**src/rtl/mux_pkg.sv**
```systemverilog
// ----------------------------------------------------------------------------
// mux_pkg
//
// Purpose:
//    Definitions shared by the N-way selector and its skid-buffered wrapper.
//    It holds the state encoding of the two-entry skid buffer and a helper
//    that computes the base bit index of one channel inside a flattened
//    M*N-bit input bus.
//
// Contents:
//    S_EMPTY / S_ONE / S_TWO : raw 2-bit state encodings
//    state_e                 : typed enum built on those encodings
//    sliceBase()             : base bit index of channel idx for width-bit words
// ----------------------------------------------------------------------------
package mux_pkg;

    localparam logic [1:0] S_EMPTY = 2'd0;
    localparam logic [1:0] S_ONE   = 2'd1;
    localparam logic [1:0] S_TWO   = 2'd2;

    // The enum reuses the raw encodings so that a waveform showing the raw
    // state bits still reads directly against the S_* constants.
    typedef enum logic [1:0] {
        STATE_EMPTY = S_EMPTY,
        STATE_ONE   = S_ONE,
        STATE_TWO   = S_TWO
    } state_e;

    // Channel idx of a flattened bus occupies bits [idx*width +: width].
    function automatic int unsigned sliceBase(input int unsigned idx,
                                              input int unsigned width);
        return idx * width;
    endfunction

endpackage

```
**src/rtl/nway_mux.sv**
```systemverilog
// ----------------------------------------------------------------------------
// nway_mux
//
// Purpose:
//    Purely combinational M-input, N-bit selector. Picks channel sel out of a
//    flattened input bus. A select value that names no real channel (possible
//    when M is not a power of two) falls back to channel 0 and raises oob.
//
// Ports:
//    sel     in   SELW   channel index
//    d       in   M*N    flattened inputs, channel k at d[k*N +: N]
//    y       out  N      selected word
//    ySel    out  SELW   channel the word was actually taken from
//    oob     out  1      sel was out of range (y is channel 0)
// ----------------------------------------------------------------------------
module nway_mux
    import mux_pkg::*;
#(
    parameter  int N    = 32,
    parameter  int M    = 4,
    localparam int SELW = $clog2(M)
) (
    input  logic [SELW-1:0] sel,
    input  logic [M*N-1:0]  d,
    output logic [N-1:0]    y,
    output logic [SELW-1:0] ySel,
    output logic            oob
);

    // Start from the out-of-range fallback (channel 0, flag raised) and let
    // a matching channel override it. Scanning the real channels, rather than
    // comparing sel against M, keeps the out-of-range test correct for any M
    // without a width-sensitive magnitude compare.
    always_comb begin
        y    = d[N-1:0];
        ySel = '0;
        oob  = 1'b1;
        for (int k = 0; k < M; k++) begin
            if (sel == SELW'(k)) begin
                y    = d[sliceBase(k, N) +: N];
                ySel = sel;
                oob  = 1'b0;
            end
        end
    end

endmodule

```
**src/rtl/nway_mux_skid.sv**
```systemverilog
// ----------------------------------------------------------------------------
// nway_mux_skid
//
// Purpose:
//    M-input, N-bit selector followed by a registered two-entry skid buffer
//    with valid/ready handshakes on both sides. Meant for pipeline stage
//    boundaries: a downstream stall is absorbed by the skid entry, and
//    in_ready is decoded from registered state only, so there is no
//    combinational path from out_ready back to in_ready.
//
// Ports:
//    clk        in   1      clock, rising edge
//    rst        in   1      synchronous active-high reset
//    flush      in   1      synchronous clear of all buffered words
//    sel        in   SELW   channel index of the word offered upstream
//    d          in   M*N    flattened inputs, channel k at d[k*N +: N]
//    in_valid   in   1      upstream word present
//    in_ready   out  1      block can accept this cycle
//    out_data   out  N      head word
//    out_sel    out  SELW   channel the head word came from
//    out_valid  out  1      head word valid
//    out_ready  in   1      downstream accepts the head word
//    sel_err    out  1      sticky: an out-of-range sel was accepted
// ----------------------------------------------------------------------------
module nway_mux_skid
    import mux_pkg::*;
#(
    parameter  int N    = 32,
    parameter  int M    = 4,
    localparam int SELW = $clog2(M)
) (
    input  logic            clk,
    input  logic            rst,
    input  logic            flush,
    input  logic [SELW-1:0] sel,
    input  logic [M*N-1:0]  d,
    input  logic            in_valid,
    output logic            in_ready,
    output logic [N-1:0]    out_data,
    output logic [SELW-1:0] out_sel,
    output logic            out_valid,
    input  logic            out_ready,
    output logic            sel_err
);

    state_e          state_q,    state_d;
    logic [N-1:0]    mainData_q, mainData_d;
    logic [SELW-1:0] mainSel_q,  mainSel_d;
    logic [N-1:0]    skidData_q, skidData_d;
    logic [SELW-1:0] skidSel_q,  skidSel_d;
    logic            selErr_q,   selErr_d;

    logic [N-1:0]    muxData;
    logic [SELW-1:0] muxSel;
    logic            muxOob;
    logic            accept;
    logic            drain;

    // Channel selection happens before the registers, so each stored entry
    // already holds the chosen word. For an out-of-range sel the entry records
    // channel 0, the channel whose data was actually captured.
    nway_mux #(
        .N (N),
        .M (M)
    ) uMux (
        .sel  (sel),
        .d    (d),
        .y    (muxData),
        .ySel (muxSel),
        .oob  (muxOob)
    );

    // Handshake decode straight from registered state. in_ready deliberately
    // ignores out_ready: while in TWO the block refuses input even if the
    // head is draining this cycle; it reopens one cycle later.
    always_comb begin
        out_valid = (state_q != STATE_EMPTY);
        in_ready  = (state_q != STATE_TWO);
        out_data  = mainData_q;
        out_sel   = mainSel_q;
        sel_err   = selErr_q;
        accept    = in_valid && in_ready;
        drain     = out_valid && out_ready;
    end

    // Next-state and entry-update logic. The main register is always the
    // head; the skid register only fills when a word arrives while the head
    // is stalled. Flush overrides everything (the word accepted in the same
    // cycle is dropped too), but sel_err still records an out-of-range
    // select that was accepted in that cycle.
    always_comb begin
        state_d    = state_q;
        mainData_d = mainData_q;
        mainSel_d  = mainSel_q;
        skidData_d = skidData_q;
        skidSel_d  = skidSel_q;
        selErr_d   = selErr_q | (accept & muxOob);

        if (flush) begin
            state_d = STATE_EMPTY;
        end else begin
            case (state_q)
                STATE_EMPTY: begin
                    if (accept) begin
                        state_d    = STATE_ONE;
                        mainData_d = muxData;
                        mainSel_d  = muxSel;
                    end
                end
                STATE_ONE: begin
                    if (accept && drain) begin
                        mainData_d = muxData;
                        mainSel_d  = muxSel;
                    end else if (accept) begin
                        state_d    = STATE_TWO;
                        skidData_d = muxData;
                        skidSel_d  = muxSel;
                    end else if (drain) begin
                        state_d = STATE_EMPTY;
                    end
                end
                STATE_TWO: begin
                    if (drain) begin
                        state_d    = STATE_ONE;
                        mainData_d = skidData_q;
                        mainSel_d  = skidSel_q;
                    end
                end
                default: begin
                    state_d = STATE_EMPTY;
                end
            endcase
        end
    end

    // State and entry registers. Reset clears everything, including the
    // sticky error flag, and takes priority over flush.
    always_ff @(posedge clk) begin
        if (rst) begin
            state_q    <= STATE_EMPTY;
            mainData_q <= '0;
            mainSel_q  <= '0;
            skidData_q <= '0;
            skidSel_q  <= '0;
            selErr_q   <= 1'b0;
        end else begin
            state_q    <= state_d;
            mainData_q <= mainData_d;
            mainSel_q  <= mainSel_d;
            skidData_q <= skidData_d;
            skidSel_q  <= skidSel_d;
            selErr_q   <= selErr_d;
        end
    end

endmodule
```
**config.mk**
```make
export PLATFORM = sky130hd
export DESIGN_NAME = nway_mux_skid
export DESIGN_NICKNAME = d
export VERILOG_FILES = /design/src/rtl/mux_pkg.sv /design/src/rtl/nway_mux.sv /design/src/rtl/nway_mux_skid.sv
export SDC_FILE = /design/constraint.sdc
export NUM_CORES = 1
export LEC_CHECK = 0
export ABC_AREA = 1
export CELL_PAD_IN_SITES_DETAIL_PLACEMENT = 1
export CELL_PAD_IN_SITES_GLOBAL_PLACEMENT = 1
export CORE_AREA = 3 3 114 116
export CTS_BUF_LIST = sky130_fd_sc_hd__clkbuf_2 sky130_fd_sc_hd__clkbuf_4 sky130_fd_sc_hd__clkbuf_8
export CTS_CLUSTER_SIZE = 28
export DETAILED_ROUTE_END_ITERATION = 10
export DIE_AREA = 0 0 117 119
export DONT_BUFFER_PORTS = 1
export PLACE_DENSITY = 0.78
export SETUP_SLACK_MARGIN = 0.4
export SLEW_MARGIN = 40
export SYNTH_ARGS = -nofsm -noshare
export SYNTH_HDL_FRONTEND = slang
export SYNTH_SLANG_ARGS = --single-unit
```
**constraint.sdc**
```tcl
create_clock -name clk -period 1.3 [get_ports clk]
set_input_delay 0.26 -clock clk [delete_from_list [all_inputs] [get_ports clk]]
set_output_delay 0.26 -clock clk [all_outputs]
set_load 0.01 [all_outputs]
```
Word level (Yosys, flattened, before mapping)
Index checks and enable logic that the tools add are counted.

storage, ports and cells
  register bits = 71
  bits in latches = 0
  RAM bits = 0
  bits in read-only memories = 0
  input bits = 135
  output and inout bits = 37
  logic and storage cells = 57
  memories kept = 0

cells by class
  $add $sub $neg = 0
  multiply operators = 0
  divide/modulo/power cells = 0
  order comparisons = 0
  equality and inequality tests = 11
  shift operators = 0
  muxes and demuxes = 25
  bitwise gates (word level) = 4
  reduce and logical (&&, ||, !) cells = 11

operator list
  operator                                        count
  two-way mux 32 bit                              6
  one-hot mux 32 bit (3 select lines)             1
  two-way mux 2 bit                               12
  one-hot mux 2 bit (3 select lines)              2
  != test 2 bit (second input constant)           5
  AND reduction 4 bit                             2
  == test 2 bit (second input constant)           3
  AND reduction 5 bit                             1
  == test 2 x 1 -> 1 bit (second input constant)  2
  zero test 2 bit                                 2
  two-way mux 1 bit                               4
  logical AND 1 bit                               3
  != test 3 bit (second input constant)           1
  nonzero test 3 bit                              1
  inverter 1 bit                                  2
  nonzero test 2 bit                              1
  OR reduction 2 bit                              1
  AND 1 bit                                       1
  bitwise OR 1 bit                                1

Logic depth before layout (Yosys ltp)
  depth in word-level cells = 7
  mapped depth = 13
  gate-level depth less buffers = 10

Cells and area by module
From an unflattened synthesis, not the netlist that was laid out.

second synthesis, totals
  cell total of the unflattened synthesis = 821
  area, all modules = 4,568.1 um^2

modules (own cells, without submodules)
  module         instances  cells each  area an instance (um^2)  seq. area each (um^2)
  nway_mux_skid  1          503         3,229.3                  1,421.4
  nway_mux       1          318         1,338.8                  0.0

Worst setup path after synthesis
Ideal clock, no wire load.

  path type = input -> register
  start point = in sel[1]
  end point = reg mainData_q[15], in the netlist out_data[15]
  library setup time = 0.109 ns
  arrival time = 1.299 ns
  data required time = 1.191 ns
  path slack = -0.108 ns
  stages = 13
  path buffers = 3
  cell sequence = buf_2 -> inv_2 -> nand2_1 -> inv_2 -> buf_2 -> buf_4 -> nand2_1 -> nand3_1 -> nand2_1 -> nand2_1 -> nand2_1 -> nand2_1 -> inv_1

between the ends
  longest elaborated chain between the ends = 6
  elaborated cells between the ends (all ways) = 9
  classes of those cells = eq/ne: 3; mux: 6

ends and longest elaborated chain
  element                                RTL line                                    RTL
  from (decl)                            nway_mux_skid.sv:35                         input logic [SELW-1:0] sel,
  == test 2 x 1 -> 1 bit                 nway_mux.sv:39                              if (sel == SELW'(k)) begin
  two-way mux 32 bit (2 in a row)        nway_mux.sv:39
  two-way mux 32 bit *                   nway_mux.sv:39
  two-way mux 32 bit (on tied branches)  nway_mux_skid.sv:111, nway_mux_skid.sv:104
  one-hot mux 32 bit (3 select lines) *  nway_mux_skid.sv:102                        case (state_q)
  to (signal assigned)                   nway_mux_skid.sv:148                        mainData_q <= mainData_d;
  to (decl)                              nway_mux_skid.sv:47                         logic [N-1:0] mainData_q, mainData_d;

Mark *: on every way between the ends. The rest lies on a longest branch, timed or not. The select of a mux whose other input is x is not followed.
A chain may end at the register's enable or synchronous reset.

Final worst setup path
  start point = reg state_q[1]
  end point = reg mainData_q[24], in the netlist out_data[24]

between the ends
  longest elaborated chain between the ends = 5
  elaborated cells between the ends (all ways) = 14
  classes of those cells = eq/ne: 6; mux: 1; reduce/logical: 7

ends and longest elaborated chain
  element                                              RTL line                                  RTL
  from (decl)                                          nway_mux_skid.sv:46                       state_e state_q, state_d;
  from (signal assigned)                               nway_mux_skid.sv:147                      state_q <= state_d;
  != test 2 bit or nonzero test 2 bit (tied branches)  nway_mux_skid.sv:78, nway_mux_skid.sv:77
  logical AND 1 bit (on tied branches)                 nway_mux_skid.sv:82, nway_mux_skid.sv:83
  logical AND 1 bit                                    nway_mux_skid.sv:111                      if (accept && drain) begin
  != test 2 bit (no source line)                       n/a
  AND reduction 5 bit (no source line)                 n/a

Several ways; a longest one is shown, not always the timed one.

==> reports/qor.csv <==
stage,metric,value,unit
sta,finalSetupTns,-10560,ps
pwr,power.share.switching,32.2,%
pwr,pwr-share-seq,45.7,%
detailed_routing,drc,0,
outcome,violations,"negative hold slack, negative setup slack",
die,dieWidth,117,um
detailed_routing,dr.first_iter.drc_count,169,
die,ios,172,
sta,worst_slack,-256,ps
clock_tree,cts_root_buffer,clkbuf_8,
finish,diodes,0,
critical_path,arrival,1800,ps
critical_path,slowest_stage,dfxtp_4,
global_routing,grt_pass1_wl,24700,um
sta,clock_skew,6.94,ps
yosys,synthesis.area,4690,um^2
sta,rsz0062_at_grt,true,
clock_tree,clk_latency,350,ps
clock_tree,ctsHtreeMaxLevel,3,
yosys,synth.avg_cell_area,5.61,um^2
sta,relSlewSlack,77.9,%
placed_design,place_area,5040,um^2
pwr,power.density,881,nW/um^2
detailed_routing,vias,5067,
finish,multiInputGateArea,2800,um^2
detailed_routing,vias_per_cell,5.05,
global_routing,grt-ovfl-total,0,
critical_path,critPathMaxFanout,7,
critical_path,rr_endpoint,out_data[24],
hold_path,holdPathEnd,sel_err,
clock_tree,clkTransAtPathRegs,70,ps
outcome,status,"complete, but fails checks",
hold_path,worstHoldStart,rst,
clock_tree,cts_buffers,9,
critical_path,path_cells,nor2_4 -> nand2_2 -> nand2_2 -> nor2_4 -> buf_6 -> nand2_8 -> buf_8 -> nor2_4 -> nand2_1 -> nand2_1 -> inv_1,
sta,worstMarginPinSlew,329,ps
critical_path,cp_data_required_time,1550,ps
hold_path,hp-class,in2reg,
finish,fill_cells,1624,
detailed_routing,wl,16800,um
sta,slew_viol_final,0,
finish,final_common_cell,nand2_1,
critical_path,crit_family,simple AND/OR/NAND/NOR gates,
pwr,p_int,3.58,mW
die,rows,40,
clock_tree,cts_tree,yes,
clock_tree,clk_path_buf_depth,2,
critical_path,cp-end-kind,flop,
yosys,syn_nets,970,
finish,layout_common_cells,"nand2_1, inv_1, nand3_1",
placed_design,gp_congestion,0.801,
yosys,ys_types,23,
pwr,peakVddDrop,0.364,mV
yosys,yosysWarnings,0,
detailed_routing,drt_pass1_iterations,4,
pwr,p_clk_share,31.5,%
yosys,ys_ff_latch,71,
pwr,leakagePower,2.92,nW
critical_path,worst_setup_path_start_kind,flop,
critical_path,crit_buf_inv,3,
finish,syn_to_final_growth,27.8,%
finish,fin_area,5990,um^2
yosys,syn-instance-count,835,
sta,fin_hold_ws,-26.8,ps
critical_path,worstReg2RegStart,state_q[1],
hold_path,hold_depth,1,
die,initial_core_util,39.0,%
pwr,p_sw,1.70,mW
die,die_area,13900,um^2
critical_path,critical_path_class,reg2reg,
sta,finalSetupViolCount,70,
placed_design,numPortBuffers,0,
critical_path,rr_worst_depth,11,
detailed_routing,wl_per_cell,16.8,um
die,core-area,12000,um^2
finish,regArea,1520,um^2
finish,drive_gt1_share,22.9,%
critical_path,r2r_setup_slack,-260,ps
pwr,power,5.28,mW
die,dieHeight,119,um
global_routing,grt_pass1_vias,5281,
yosys,ys_seq_area_share,30.3,%
detailed_routing,ant_nets,0,
sta,fin_crit_sh,120,%
finish,fin_nets,986,
pwr,power_frac_comb,22.8,%
job,cap_violations,0,
global_routing,antenna_found_initial,0,
clock_tree,cts.sinks,71,
critical_path,crit_top_cell,nor2_4,
sta,max_freq,643,MHz
global_routing,track_usage,22.2,%
sta,hold_viol,13,
sta,layout_min_cycle_time,1560,ps
placed_design,dp_hpwl,11700,um
critical_path,slowest_delay,420,ps
global_routing,grt_max_degree,67,
Yosys cell counts, drive strengths merged:
library cell  instances  area, um^2
a21oi                67         425
buf                  27         173
clkbuf               18        67.6
dfxtp                71        1420
inv                 162         608
nand2               336        1280
nand3                65         330
nor2                 76         308
nor3                  1        10.0
o211a                 1        10.0
o21ai                 8        40.0
or2                   3        18.8
what timing repair did:
action / in CTS / in global routing
buffers inserted: 5 / 5
endpoints found under the hold margin: 35 / 35
pin swaps: 4 / 33
resized for setup: 67 / 96
endpoints found under the setup margin: 107 / 107
gates cloned: 2 / 6
worst max path at each step:
stage,to,slack (ps),cells past startpoint,startpoint
2_1_floorplan,out_data[4],7,10,state_q[0]
3_3_place_gp,out_data[30],-90,10,state_q[0]
3_5_place_dp,out_data[1],-170,10,state_q[1]
4_1_cts,out_data[16],-200,10,state_q[1]
5_1_grt,out_data[24],-340,11,state_q[1]
6_report,out_data[24],-260,11,state_q[1]
final cells by class:
class	count	area share (%)
Multi-Input combinational cell	559	46.7
Clock buffer	12	2.65
Inverter	162	10.5
Sequential cell	71	25.4
Tap cell	147	3.07
Clock inverter	4	0.334
Timing Repair Buffer	48	11.4
per-stage QoR:
step	instances	utilization (%)	setup WS, ps
2_1_floorplan	835	-	6.98
3_3_place_gp	969	42.0	-86.9
3_5_place_dp	969	42.0	-165
4_1_cts	992	45.5	-198
5_1_grt	1003	49.9	-340
6_report	1003	49.9	-256
routing by layer:
layer | global-route usage (%) | up-vias | routed length [um]
li1 | - | 2496 | -
met1 | 25.8 | 2390 | 6990
met2 | 39.6 | 155 | 8610
met3 | 5.44 | 26 | 934
met4 | 6.31 | 0 | 308
met5 | 0 | - | 0
flip-flops by register name, indices dropped and copies added, names as in the netlist:
| register | flops |
|---|---|
| state_q | 2 |
| sel_err | 1 |
| skidSel_q | 2 |
| out_data | 32 |
| skidData_q | 32 |
| out_sel | 2 |
power groups by stage:
stage	Sequential [mW]	Clock (mW)	Combinational, mW
2_1_floorplan	2.42	0	0.765
3_3_place_gp	2.46	0	0.925
3_5_place_dp	2.46	0	0.974
4_1_cts	2.42	1.71	1.02
5_1_grt	2.43	1.80	1.34
6_report	2.41	1.66	1.20
cell families after synthesis:
kind of cell,Yosys count,synth area share [%]
and+or+nand+nor,481,41.4
buffers and inverters,207,18.1
AOI/OAI and AO/OA,76,10.1
DFF,71,30.3
Power figures use the tool's default switching activity.
